===== src/rtl/fir_interp.sv =====
`timescale 1ns/1ps
`default_nettype none
// ============================================================================
// Module   : fir_interp
// Brief    : Polyphase interpolating FIR. Pops one sample from an upstream
//            FWFT FIFO and pushes INTERP_FACTOR filtered samples downstream.
//            Taps are Q.FRAC_BITS; each product is floor-shifted before it is
//            summed and the sum wraps modulo 2^DATA_WIDTH.
// Revision : 1.0 - initial release
// ============================================================================
module fir_interp #(
    parameter int TAP_COUNT      = 32,
    parameter int INTERP_FACTOR  = 4,
    parameter int MULT_PER_CYCLE = 2,
    parameter int DATA_WIDTH     = 32,
    parameter int FRAC_BITS      = 10,
    parameter logic [0:TAP_COUNT-1][DATA_WIDTH-1:0] TAPS = '0
) (
    input  logic                  clock,
    input  logic                  reset,
    input  logic [DATA_WIDTH-1:0] in_dout,
    input  logic                  in_empty,
    output logic                  in_rd_en,
    output logic [DATA_WIDTH-1:0] out_din,
    input  logic                  out_full,
    output logic                  out_wr_en,
    output logic                  busy
);

    localparam int PHASE_TAPS  = TAP_COUNT / INTERP_FACTOR;
    localparam int CALC_CYCLES = PHASE_TAPS / MULT_PER_CYCLE;
    localparam int PHASE_W     = (INTERP_FACTOR > 1) ? $clog2(INTERP_FACTOR) : 1;
    localparam int TAPCNT_W    = (CALC_CYCLES > 1)   ? $clog2(CALC_CYCLES)   : 1;
    localparam int TIDX_W      = (TAP_COUNT > 1)     ? $clog2(TAP_COUNT)     : 1;
    localparam int HIDX_W      = (PHASE_TAPS > 1)    ? $clog2(PHASE_TAPS)    : 1;

    localparam logic [PHASE_W-1:0]  LAST_PHASE  = PHASE_W'(INTERP_FACTOR - 1);
    localparam logic [TAPCNT_W-1:0] LAST_TAPCNT = TAPCNT_W'(CALC_CYCLES - 1);

    localparam logic [1:0] S_FETCH = 2'd0;
    localparam logic [1:0] S_CALC  = 2'd1;
    localparam logic [1:0] S_WRITE = 2'd2;

    logic [1:0]            state_q, state_d;
    logic [DATA_WIDTH-1:0] h_q [0:PHASE_TAPS-1];
    logic [DATA_WIDTH-1:0] h_d [0:PHASE_TAPS-1];
    logic [PHASE_W-1:0]    phase_q, phase_d;
    logic [TAPCNT_W-1:0]   tapcnt_q, tapcnt_d;
    logic [DATA_WIDTH-1:0] acc_q, acc_d;
    logic [DATA_WIDTH-1:0] out_din_q, out_din_d;

    logic [DATA_WIDTH-1:0]          sum;
    logic [TIDX_W-1:0]              tidx;
    logic [HIDX_W-1:0]              hidx;
    logic [DATA_WIDTH-1:0]          coef;
    logic [DATA_WIDTH-1:0]          samp;
    logic signed [2*DATA_WIDTH-1:0] prod;

    // Partial sum of this cycle's MULT_PER_CYCLE dequantized products for the current phase
    always_comb begin
        sum  = '0;
        tidx = '0;
        hidx = '0;
        coef = '0;
        samp = '0;
        prod = '0;
        for (int m = 0; m < MULT_PER_CYCLE; m++) begin
            hidx = HIDX_W'(int'(tapcnt_q) * MULT_PER_CYCLE + m);
            tidx = TIDX_W'((int'(tapcnt_q) * MULT_PER_CYCLE + m) * INTERP_FACTOR + int'(phase_q));
            coef = TAPS[tidx];
            samp = h_q[hidx];
            // Sign-extend both operands so the low 2*DATA_WIDTH bits are the signed product
            prod = {{DATA_WIDTH{coef[DATA_WIDTH-1]}}, coef} * {{DATA_WIDTH{samp[DATA_WIDTH-1]}}, samp};
            sum  = sum + DATA_WIDTH'(prod >>> FRAC_BITS);
        end
    end

    // State register
    always_ff @(posedge clock or negedge reset) begin
        if (!reset) state_q <= S_FETCH;
        else        state_q <= state_d;
    end

    // Next-state logic
    always_comb begin
        state_d = state_q;
        case (state_q)
            S_FETCH: if (!in_empty) state_d = S_CALC;
            S_CALC:  if (tapcnt_q == LAST_TAPCNT) state_d = S_WRITE;
            S_WRITE: if (!out_full) state_d = (phase_q == LAST_PHASE) ? S_FETCH : S_CALC;
            default: state_d = S_FETCH;
        endcase
    end

    // Handshake outputs; the pop is masked while reset is held so nothing is lost
    always_comb begin
        in_rd_en  = reset && (state_q == S_FETCH) && !in_empty;
        out_wr_en = (state_q == S_WRITE) && !out_full;
        busy      = (state_q != S_FETCH);
    end

    // Datapath next values: history shift, phase/tap stepping, accumulation
    always_comb begin
        h_d       = h_q;
        phase_d   = phase_q;
        tapcnt_d  = tapcnt_q;
        acc_d     = acc_q;
        out_din_d = out_din_q;
        case (state_q)
            S_FETCH: begin
                if (!in_empty) begin
                    h_d[0] = in_dout;
                    for (int k = 1; k < PHASE_TAPS; k++) h_d[k] = h_q[k-1];
                    phase_d  = '0;
                    tapcnt_d = '0;
                    acc_d    = '0;
                end
            end
            S_CALC: begin
                acc_d = acc_q + sum;
                if (tapcnt_q == LAST_TAPCNT) out_din_d = acc_q + sum;
                else                         tapcnt_d  = tapcnt_q + TAPCNT_W'(1);
            end
            S_WRITE: begin
                // The last phase wraps back to 0 only through FETCH
                if (!out_full && (phase_q != LAST_PHASE)) begin
                    phase_d  = phase_q + PHASE_W'(1);
                    tapcnt_d = '0;
                    acc_d    = '0;
                end
            end
            default: ;
        endcase
    end

    // Datapath registers
    always_ff @(posedge clock or negedge reset) begin
        if (!reset) begin
            h_q       <= '{default: '0};
            phase_q   <= '0;
            tapcnt_q  <= '0;
            acc_q     <= '0;
            out_din_q <= '0;
        end else begin
            h_q       <= h_d;
            phase_q   <= phase_d;
            tapcnt_q  <= tapcnt_d;
            acc_q     <= acc_d;
            out_din_q <= out_din_d;
        end
    end

    assign out_din = out_din_q;

endmodule
`default_nettype wire


===== config.mk =====
export PLATFORM = sky130hd
export DESIGN_NAME = fir_interp
export DESIGN_NICKNAME = d
export VERILOG_FILES = /design/src/rtl/fir_interp.sv
export SDC_FILE = /design/constraint.sdc
export NUM_CORES = 1
export LEC_CHECK = 0
export ABC_AREA = 1
export ABC_CLOCK_PERIOD_IN_PS = 2000
export BUFFER_PORTS_ARGS = -buffer_cell sky130_fd_sc_hd__buf_2
export CAP_MARGIN = 20
export CELL_PAD_IN_SITES_DETAIL_PLACEMENT = 0
export CELL_PAD_IN_SITES_GLOBAL_PLACEMENT = 2
export CORE_MARGIN = 4
export CORE_UTILIZATION = 15
export CTS_CLUSTER_SIZE = 10
export DETAILED_ROUTE_END_ITERATION = 7
export PLACE_DENSITY_LB_ADDON = 0.1
export REMOVE_ABC_BUFFERS = 1
export SYNTH_ARGS = -nofsm -noshare
export SYNTH_HDL_FRONTEND = slang
export SYNTH_SLANG_ARGS = --single-unit
export TNS_END_PERCENT = 5

===== constraint.sdc =====
create_clock -name clock -period 2 [get_ports clock]
set_input_delay 0 -clock clock [delete_from_list [all_inputs] [get_ports clock]]
set_output_delay 0 -clock clock [all_outputs]
set_load 0.03 [all_outputs]

==> Word-level counts from Yosys, hierarchy flattened <==
Memories as Yosys holds them, arrays and structs flattened.
Cells that the tools add are included.
{ "op_classes": {"n_bitwise": 5, "eq_ne": 10, "reduce_logical": 16, "add_sub_neg": 7, "n_lt_le_gt_ge": 4, "n_mux": 24, "mul": 2} }
{ "op_table": {"columns": ["op", "count"], "rows": [
  ["$mux W32", 10],
  ["$bmux W32 S3", 2],
  ["$pmux W32 S3", 1],
  ["$mul A32 B32 Y42", 2],
  ["$add A32 B32 Y32", 2],
  ["$mux W2", 7],
  ["$ge A6 B6 Y1 const B", 2],
  ["$not A5 Y6", 2],
  ["$pmux W2 S3", 2],
  ["$add A5 B2 Y5", 2],
  ["$ne A2 B2 Y1 const B", 5],
  ["$reduce_and A3 Y1", 3],
  ["$ge A4 B4 Y1 const B", 2],
  ["$not A3 Y4", 2],
  ["$eq A2 B2 Y1 const B", 3],
  ["$add A2 B1 Y2 const B", 2],
  ["$logic_and A1 B1 Y1", 4],
  ["$pmux W2 S2", 1],
  ["$reduce_and A2 Y1", 2],
  ["$reduce_and A4 Y1", 1],
  ["$reduce_bool A2 Y1", 2],
  ["$add A3 B1 Y3 const B", 1],
  ["$reduce_bool A3 Y1", 1],
  ["$eq A2 B1 Y1 const B", 1],
  ["5 further kinds", 6]
]} }
{ "totals": {"register_bits": 326, "out_inout_bits": 35, "mem_bits_ro": 2048, "input_bits": 36, "mem_count": 2} }
{ "mem_list": {"columns": ["memory", "words", "width", "rd", "rd_clocked_by_memory_dff", "wr", "line", "source"], "rows": [
  ["(no name shown)", 32, 32, 1, 0, 0, "70", "coef = TAPS[tidx];"],
  ["(no name shown)", 32, 32, 1, 0, 0, "70", null]
]} }

==> Longest topological paths before layout <==
Gate-level depths: netlist of run 1.
{ "logic_depth": {"ltp_word": 10, "ltp_mapped": 7} }

==> Worst setup path after synthesis of run 1 <==
OpenSTA, ideal clock, no wires.
{ "synth_path": {"path_type": "reg-to-reg", "startpoint": "register tapcnt_q[0]", "endpoint": "register tapcnt_q[0]", "path_buffers": 0, "synth_period_minus_slack_ns": 1.087, "setup_slack_ns": 0.913, "stages_incl_launch_ff": 6, "setup_ns": 0.117, "arrival_time_ns": 0.970, "cell_sequence": "dfrtp_1 -> ha_1 -> o21ai_0 -> nand3_2 -> nand2_1 -> nand2_1"} }
{ "synth_via": {"elab_chain_len": 3} }
{ "synth_lines": {"columns": ["element", "line", "source"], "rows": [
  ["start, declared", "48", "logic [TAPCNT_W-1:0] tapcnt_q, tapcnt_d;"],
  ["start signal, assigned", "147", "tapcnt_q <= tapcnt_d;"],
  ["$add A2 B1 Y2 or $eq A2 B2 Y1 (tied branches)", "122, 121", null],
  ["$mux W2 or $ne A2 B2 Y1 (tied branches)", null, null],
  ["$pmux W2 S3 or $reduce_and A4 Y1 (tied branches)", null, null]
]} }
Parallel ways exist; a longest one is shown, timed or not. The select of a mux whose other input is x is not followed.
A chain may end at the register's enable or synchronous reset.

==> Worst setup path in the final report of run 1 <==
{ "layout_path": {"startpoint": "register state_q[0]", "endpoint": "output in_rd_en"} }
{ "layout_via": {"elab_chain_len": 3} }
{ "layout_lines": {"columns": ["element", "line", "source"], "rows": [
  ["start, declared", "44", "logic [1:0] state_q, state_d;"],
  ["start signal, assigned", "81", "else state_q <= state_d;"],
  ["$logic_not A2 Y1", "97", "in_rd_en = reset && (state_q == S_FETCH) && !in_empty;"],
  ["$logic_and A1 B1 Y1 (2 in a row)", "97", null],
  ["end, declared", "23", "output logic in_rd_en,"]
]} }
No other way between the ends.

==> flow_metrics.tcl, run 1 <==
set metrics [dict create \
    power.leakage_uw 0.000352 \
    fillCellCount 422 \
    hold_class "in -> reg" \
    coreArea_mm2 0.00377 \
    reg2reg_slack_ns 0.81 \
    synth_cells 79 \
    fin_worst_skew_ns 0.00524 \
    async_flop_share_pct 100 \
    route.vias.total 388 \
    r2r-end "tapcnt_q[0]$_DFFE_PN0P_" \
    dp_cells 131 \
    startpoint_type "flop" \
    synthDistinctLibCells 16 \
    postCtsResizedCells 0 \
    first_iter_violations 9 \
    io_pins 71 \
    cp_max_fo 8 \
    finalSetupViolCount 0 \
    synth_edf_count 0 \
    reg2reg_from "tapcnt_q[0]$_DFFE_PN0P_" \
    synth_commonest_cells "buf_4, nand2_1, dfrtp_1, inv_1, nor2_1" \
    synth_top_area_share_pct 39.8 \
    slew_violations 0 \
    synth_area_per_cell_um2 7.65 \
    dieArea_mm2 0.00511 \
    ir_worst_vdd_v 0.000209 \
    crit_required_ns 2.00 \
    hpwl_um 870 \
    cts_buffers 3 \
    whs_path_depth 4 \
    dp_worst_setup_slack_ns 0.788 \
    place_congestion 0.682 \
    utilization_pct 16.2 \
    fin_nets 127 \
    die_width_um 71.5 \
    clock_path_buffers 2 \
    clock_sinks 6 \
    setup_tns_ns 0 \
    clkSlewWorstSetupHoldPaths_ns 0.04 \
    gr-total-overflow 0 \
    antenna_left 0 \
    postCtsSetupBuffers 0 \
    holdPathEnd "phase_q[0]$_DFFE_PN0P_" \
    worst-r2r-cell-count 5 \
    grt_pass1_wl_um 1550 \
    synthMostInstantiatedCell "buf_4" \
    path_class "reg -> out" \
    ys_dominant_reg_cell "dfrtp_1" \
    cap_violations 0 \
    ys_seq_area_share_pct 24.8 \
    fmax_mhz 822 \
    ctsHtreeMaxLevel 1 \
    clockRootBuffer "clkbuf_8" \
    finalCriticalPeriod_ns 1.22 \
    status "complete, no violations" \
    endpoint_kind "output port" \
    grt_start_max_net_pins 9 \
    area_delta_synth_final_pct 1.04 \
    core.rowCount 22 \
    ys_warn_count 0 \
    grt_pass1_vias 351 \
    fin_cells 135 \
    grt_antenna_before_repair 0 \
    dr.pass1.iters 4 \
    grt_use_total_pct 3.93 \
    yosys.area.top_type "buf_4" \
    ys_ff_latch 6 \
    drc_errors 0 \
    drive_gt1_share_pct 19.5 \
    chipHeight_um 71.5 \
    place_area_um2 559 \
    holdCritStartpoint "out_full" \
    layout_worst_path_cycle_share_pct 60.8 \
    syn_area_um2 604 \
    hold_viol 0 \
    synthTopCellsByArea "buf_4, dfrtp_1, nand2_1" \
    pwr_density_cell_mw_per_mm2 1100 \
    worstSkewPairLatency_ns 0.22 \
    fin_area_um2 611 \
    viasPerCell 2.87 \
    rsz0062_at_grt "no" \
    wire_per_inst_um 7.30 \
    wl_um 986 \
    port_buffers 6 \
    cts_tree "yes" \
    fin_ws_ns 0.783 \
    diodes 0 \
    initial_core_util_pct 16.0 \
    critical_path_arrival_ns 1.22 \
]
-- logic make-up (layout without fill, tap and decap cells) --
kind of cell               Yosys count  in the layout  synth area share (%)
buffers and inverters               41             18                  46.6
and+or+nand+nor                     27             27                  22.2
DFF                                  6              6                  24.8
adders and majority gates            2              2                  4.14
AOI/OAI and AO/OA                    2              2                  1.66
other                                1             32                 0.621
-- how the worst max path moves through the flow --
| stage | slack (ns) | start | cells past startpoint | to |
|---|---|---|---|---|
| detailed placement | 0.79 | tapcnt_q[0]$_DFFE_PN0P_ | 5 | tapcnt_q[1]$_DFFE_PN0P_ |
| finish | 0.78 | state_q[0]$_DFFE_PN0P_ | 4 | in_rd_en |
| CTS | 0.76 | state_q[0]$_DFFE_PN0P_ | 4 | in_rd_en |
| global route | 0.69 | state_q[0]$_DFFE_PN0P_ | 4 | in_rd_en |
| global placement | 0.79 | tapcnt_q[0]$_DFFE_PN0P_ | 5 | tapcnt_q[1]$_DFFE_PN0P_ |
| floorplan | 0.91 | tapcnt_q[0]$_DFFE_PN0P_ | 5 | tapcnt_q[0]$_DFFE_PN0P_ |
-- registers in the layout, indices dropped and copies added (netlist names) --
name and cells:
phase_q 2, state_q 2, tapcnt_q 2
-- per-stage QoR --
step | hold WS, ns | total power, uW
after floorplan | -0.296 | 440
after global placement | -0.147 | 505
after CTS | 0.0783 | 687
after global routing | 0.106 | 738
final | 0.0718 | 674
after detailed placement | -0.149 | 497
-- power by group --
part / internal [uW] / total (uW) / switching, uW
registers: 162 / 207 / 44.2
clock network: 129 / 182 / 52.4
logic: 77.5 / 285 / 208
total: 369 / 674 / 305
-- cell usage in the layout, fill, tap and decap left out, drive strengths merged --
cell	count
nor3	1
ha	2
nand2	16
conb	32
dfrtp	6
o21ai	2
inv	8
nor2	5
dlygate4sd3	1
nand3	3
buf	6
clkbuf	3
nand4	2
-- what timing repair did --
action	4_1_cts	5_1_grt
endpoints found under the setup margin	0	0
endpoints found under the hold margin	6	0
hold buffers	1	0
-- cell type report --
class                      count  area (um^2)  share of cell area, %
timing repair buffer           7         40.0                   6.56
tap                           48         60.1                   9.84
clock buffer                   3         41.3                   6.76
inverter                       8         30.0                   4.92
sequential                     6          150                   24.6
multi-input combinational     63          289                   47.3
-- routing by layer --
layer / global-route usage [%] / up-vias / share of wire, %
met2: 6.22 / 23 / 47
met5: 0 / - / 0
met1: 4.28 / 170 / 39
met4: 3.76 / 0 / 2.2
met3: 0.842 / 2 / 12
li1: - / 193 / -
-- critical path: stages (launching register included) --
cell	delay, ns
dfrtp_1	0.47
nor2_2	0.19
nand2_1	0.06
nor2_1	0.08
buf_2	0.20
Power figures use the tool's default switching activity.
==> inputs of run 2 (changes only) <==
- ABC_CLOCK_PERIOD_IN_PS: 2000 -> 1200
- CORE_UTILIZATION: 15 -> 14
- clock period: 2 -> 1.2 ns (I/O delays scaled with it)
==> flow_metrics.tcl, run 2 (same netlist as run 1, synthesis figures left out) <==
set metrics [dict create \
    hold_viol 0 \
    route.vias.total 417 \
    viasPerCell 2.94 \
    place_congestion 0.676 \
    rsz0062_at_grt "yes" \
    layout_worst_path_cycle_share_pct 93.4 \
    dr.pass1.iters 3 \
    diodes 0 \
    port_buffers 6 \
    io_pins 71 \
    ir_worst_vdd_v 0.000258 \
    dp_worst_setup_slack_ns 0.0207 \
    finalSetupViolCount 0 \
    clkSlewWorstSetupHoldPaths_ns 0.04 \
    clock_sinks 6 \
    grt_use_total_pct 4.12 \
    path_cells "nor2_4 > nand2_1 > nor2_1 > clkbuf_4" \
    hold_class "in -> reg" \
    worst-r2r-cell-count 5 \
    coreArea_mm2 0.00409 \
    drive_gt1_share_pct 28.3 \
    clock_path_buffers 2 \
    grt_pass1_wl_um 1650 \
    first_iter_violations 19 \
    top_regs "phase_q: 2 flops, state_q: 2 flops, tapcnt_q: 2 flops" \
    ctsHtreeMaxLevel 1 \
    grt_pass1_vias 370 \
    finalCriticalPeriod_ns 1.12 \
    slowest_stage "dfrtp_2" \
    drc_errors 0 \
    hpwl_um 859 \
    utilization_pct 16.5 \
    wire_per_inst_um 7.11 \
    wl_um 1010 \
    die_width_um 73.7 \
    core.rowCount 23 \
    cts_buffers 3 \
    mostFrequentLayoutCells "conb_1, nand2_1, inv_1, buf_4" \
    whs_ns 0.0783 \
    endpoint_kind "output port" \
    fin_area_um2 674 \
    pwr_density_cell_mw_per_mm2 1800 \
    fin_nets 132 \
    path_class "reg -> out" \
    cp_max_fo 4 \
    cpPeakStageDelay_ns 0.43 \
    final_common_cell "conb_1" \
    fin_ws_ns 0.0796 \
    startpoint_type "flop" \
    crit_required_ns 1.20 \
    dieArea_mm2 0.00543 \
    power.leakage_uw 0.000373 \
    whs_path_depth 4 \
    initial_core_util_pct 14.8 \
    slew_violations 0 \
    cap_violations 0 \
    antenna_left 0 \
    grt_start_max_net_pins 9 \
    gr-total-overflow 0 \
    fmax_mhz 893 \
    fin_worst_skew_ns 0.00390 \
    critical_path_arrival_ns 1.12 \
    place_area_um2 584 \
    clockRootBuffer "clkbuf_8" \
    chipHeight_um 73.7 \
    status "complete, no violations" \
    area_delta_synth_final_pct 11.6 \
    cts_tree "yes" \
    worstSkewPairLatency_ns 0.22 \
    grt_antenna_before_repair 0 \
]
run 2: timing repair:
| action | CTS | global route |
|---|---|---|
| pin swaps | 0 | 0 |
| buffers inserted | 0 | 2 |
| hold endpoints to repair | 6 | 0 |
| cloned | 0 | 0 |
| gates resized for setup | 1 | 9 |
| hold buffers | 1 | 0 |
| endpoints found under the setup margin | 1 | 6 |
run 2: layout make-up:
class,count,area (um^2)
clock buffer,3,41.3
multi-input combinational,63,305
sequential,6,153
fill,485,3410
tap,50,62.6
inverter,8,30.0
timing repair buffer,12,82.6
run 2: critical path: cells and delay by family, from the launching register on:
kind	cells	cell delay, ns
flops	1	0.43
simple gates	3	0.28
buf+inv	1	0.19
run 2: routing by layer:
| metal | track usage [%] | vias up | wire length (um) |
|---|---|---|---|
| met5 | 0 | - | 0 |
| met3 | 0.821 | 4 | 129 |
| met4 | 4.23 | 0 | 40 |
| li1 | - | 202 | - |
| met1 | 4.32 | 181 | 370 |
| met2 | 6.59 | 30 | 470 |
run 2: per-stage QoR:
step	instances	total power (uW)	setup TNS [ns]
CTS	140	1170	0
global placement	136	869	0
detailed placement	136	849	0
global route	142	1330	-0.00637
finish	142	1210	0
floorplan	77	733	0
run 2: report_power, final:
group	switching (uW)	internal, uW	leakage [uW]	total, uW
logic	375	192	0.000277	568
registers	68.1	275	0.0000745	343
clock network	85.8	215	0.0000216	301
run 2: worst paths after layout:
path | start | endpoint | slack [ns]
setup reg to reg | phase_q[0]$_DFFE_PN0P_ | phase_q[1]$_DFFE_PN0P_ | 0.09
min in group asynchronous | reset | phase_q[0]$_DFFE_PN0P_ | 0.16
setup / recovery | state_q[1]$_DFFE_PN0P_ | in_rd_en | 0.08
hold reg to reg | tapcnt_q[1]$_DFFE_PN0P_ | tapcnt_q[1]$_DFFE_PN0P_ | 0.47
max in group asynchronous | reset | state_q[0]$_DFFE_PN0P_ | 0.86
hold / removal | out_full | phase_q[0]$_DFFE_PN0P_ | 0.08
==> inputs of run 3 (changes only) <==
- REMOVE_ABC_BUFFERS: 1 -> not set
==> flow_metrics.tcl, run 3 (same netlist as run 1, synthesis figures left out) <==
set metrics [dict create \
    final_common_cell "conb_1" \
    gr-total-overflow 0 \
    dr.pass1.iters 4 \
    power.share.switching_pct 44.7 \
    cts_tree "yes" \
    power_switching_uw 532 \
    core.rowCount 23 \
    die_width_um 73.7 \
    layout_worst_path_cycle_share_pct 94.7 \
    startpoint_type "flop" \
    fin_nets 130 \
    dieArea_mm2 0.00543 \
    critical_path_arrival_ns 1.14 \
    utilization_pct 16.2 \
    chipHeight_um 73.7 \
    crit_required_ns 1.20 \
    pwr_density_cell_mw_per_mm2 1800 \
    ctsHtreeMaxLevel 1 \
    grt_use_total_pct 4.12 \
    power.leakage_uw 0.000360 \
    antenna_left 0 \
    grt_antenna_before_repair 0 \
    seq_area_um2 153 \
    viasPerCell 2.84 \
    grt_pass1_vias 354 \
    clkSlewWorstSetupHoldPaths_ns 0.04 \
    totalPowerFinal_uw 1190 \
    top_regs "phase_q: 2 flops, state_q: 2 flops, tapcnt_q: 2 flops" \
    fmax_mhz 880 \
    clockPowerShare_pct 25.2 \
    fin_cells 140 \
    drive_gt1_share_pct 27.8 \
    setup_tns_ns 0 \
    diodes 0 \
    crit_start "state_q[0]$_DFFE_PN0P_" \
    clock_sinks 6 \
    reg2reg_from "tapcnt_q[0]$_DFFE_PN0P_" \
    fillCellCount 484 \
    ir_worst_vdd_v 0.000379 \
    hpwl_um 895 \
    cp_max_fo 4 \
    multi_input_area_um2 308 \
    path_class "reg -> out" \
    reg2reg_slack_ns 0.08 \
    grt_start_max_net_pins 9 \
    clockRootBuffer "clkbuf_8" \
    worstSkewPairLatency_ns 0.22 \
    drc_errors 0 \
    place_congestion 0.655 \
    coreArea_mm2 0.00409 \
    io_pins 71 \
    mostFrequentLayoutCells "conb_1, nand2_1, inv_1" \
    area_delta_synth_final_pct 9.52 \
    finalCriticalPeriod_ns 1.14 \
    dp_cells 135 \
    cts_buffers 3 \
    dp_worst_setup_slack_ns 0.0199 \
    power.internal_uw 658 \
    hold_viol 0 \
    wl_um 1070 \
    grt_pass1_wl_um 1640 \
    p_comb_share_pct 45.6 \
    fin_worst_skew_ns 0.00143 \
    initial_core_util_pct 14.8 \
    status "complete, no violations" \
    slew_violations 0 \
    clock_path_buffers 2 \
    first_iter_violations 31 \
    port_buffers 6 \
    hold_class "in -> reg" \
    wire_per_inst_um 7.66 \
    holdCritStartpoint "out_full" \
    route.vias.total 398 \
    fin_ws_ns 0.0632 \
    cap_violations 0 \
    endpoint_kind "output port" \
    finalSetupViolCount 0 \
    pwr-share-seq_pct 29.2 \
]
[run 3: changes by cell type in the layout (fill, tap and decap cells not counted), sizes merged]
cell    change
clkbuf      +1
buf         -3
[run 3: timing repair]
item | in CTS | in global routing
gates resized for setup | 1 | 9
buffers inserted | 0 | 1
setup endpoints to repair | 1 | 6
hold buffers | 1 | 0
endpoints found under the hold margin | 6 | 0
[run 3: metrics by stage]
step	area (um^2)	hold slack [ns]
floorplan	721	-0.296
global placement	577	-0.146
detailed placement	577	-0.148
CTS	629	0.0787
global route	662	0.130
finish	662	0.0941
[run 3: final timing paths]
path,to,depth (start not counted)
max in group asynchronous,state_q[0]$_DFFE_PN0P_,2
max,out_wr_en,4
max reg2reg,tapcnt_q[1]$_DFFE_PN0P_,5
min in group asynchronous,phase_q[0]$_DFFE_PN0P_,2
min reg2reg,tapcnt_q[1]$_DFFE_PN0P_,2
min,state_q[1]$_DFFE_PN0P_,3
[run 3: cell type report]
type                            count  share of cell area [%]
Multi-Input combinational cell     63                    46.5
Inverter                            8                    4.54
Clock buffer                        3                    6.24
Timing Repair Buffer               10                    10.2
Tap cell                           50                    9.45
Sequential cell                     6                    23.1
[run 3: per-layer routing]
metal / vias to the layer above / global-route usage, % / wire length, um
met5: - / 0 / 0
met4: 0 / 3.62 / 26
met3: 2 / 1.37 / 138
met2: 27 / 6.00 / 473
met1: 171 / 4.73 / 434
li1: 198 / - / -
[run 3: critical path, cell delays in order (launching register included)]
cell and delay, ns:
dfrtp_2 0.44, inv_2 0.08, nand2_1 0.10, nor2_1 0.11, clkbuf_4 0.19
[run 3: power groups by stage]
stage	Clock [uW]	Combinational [uW]	Sequential (uW)
finish	300	543	347
global route	328	619	352
CTS	314	498	347
detailed placement	0	493	347
global placement	0	496	351
floorplan	0	531	310
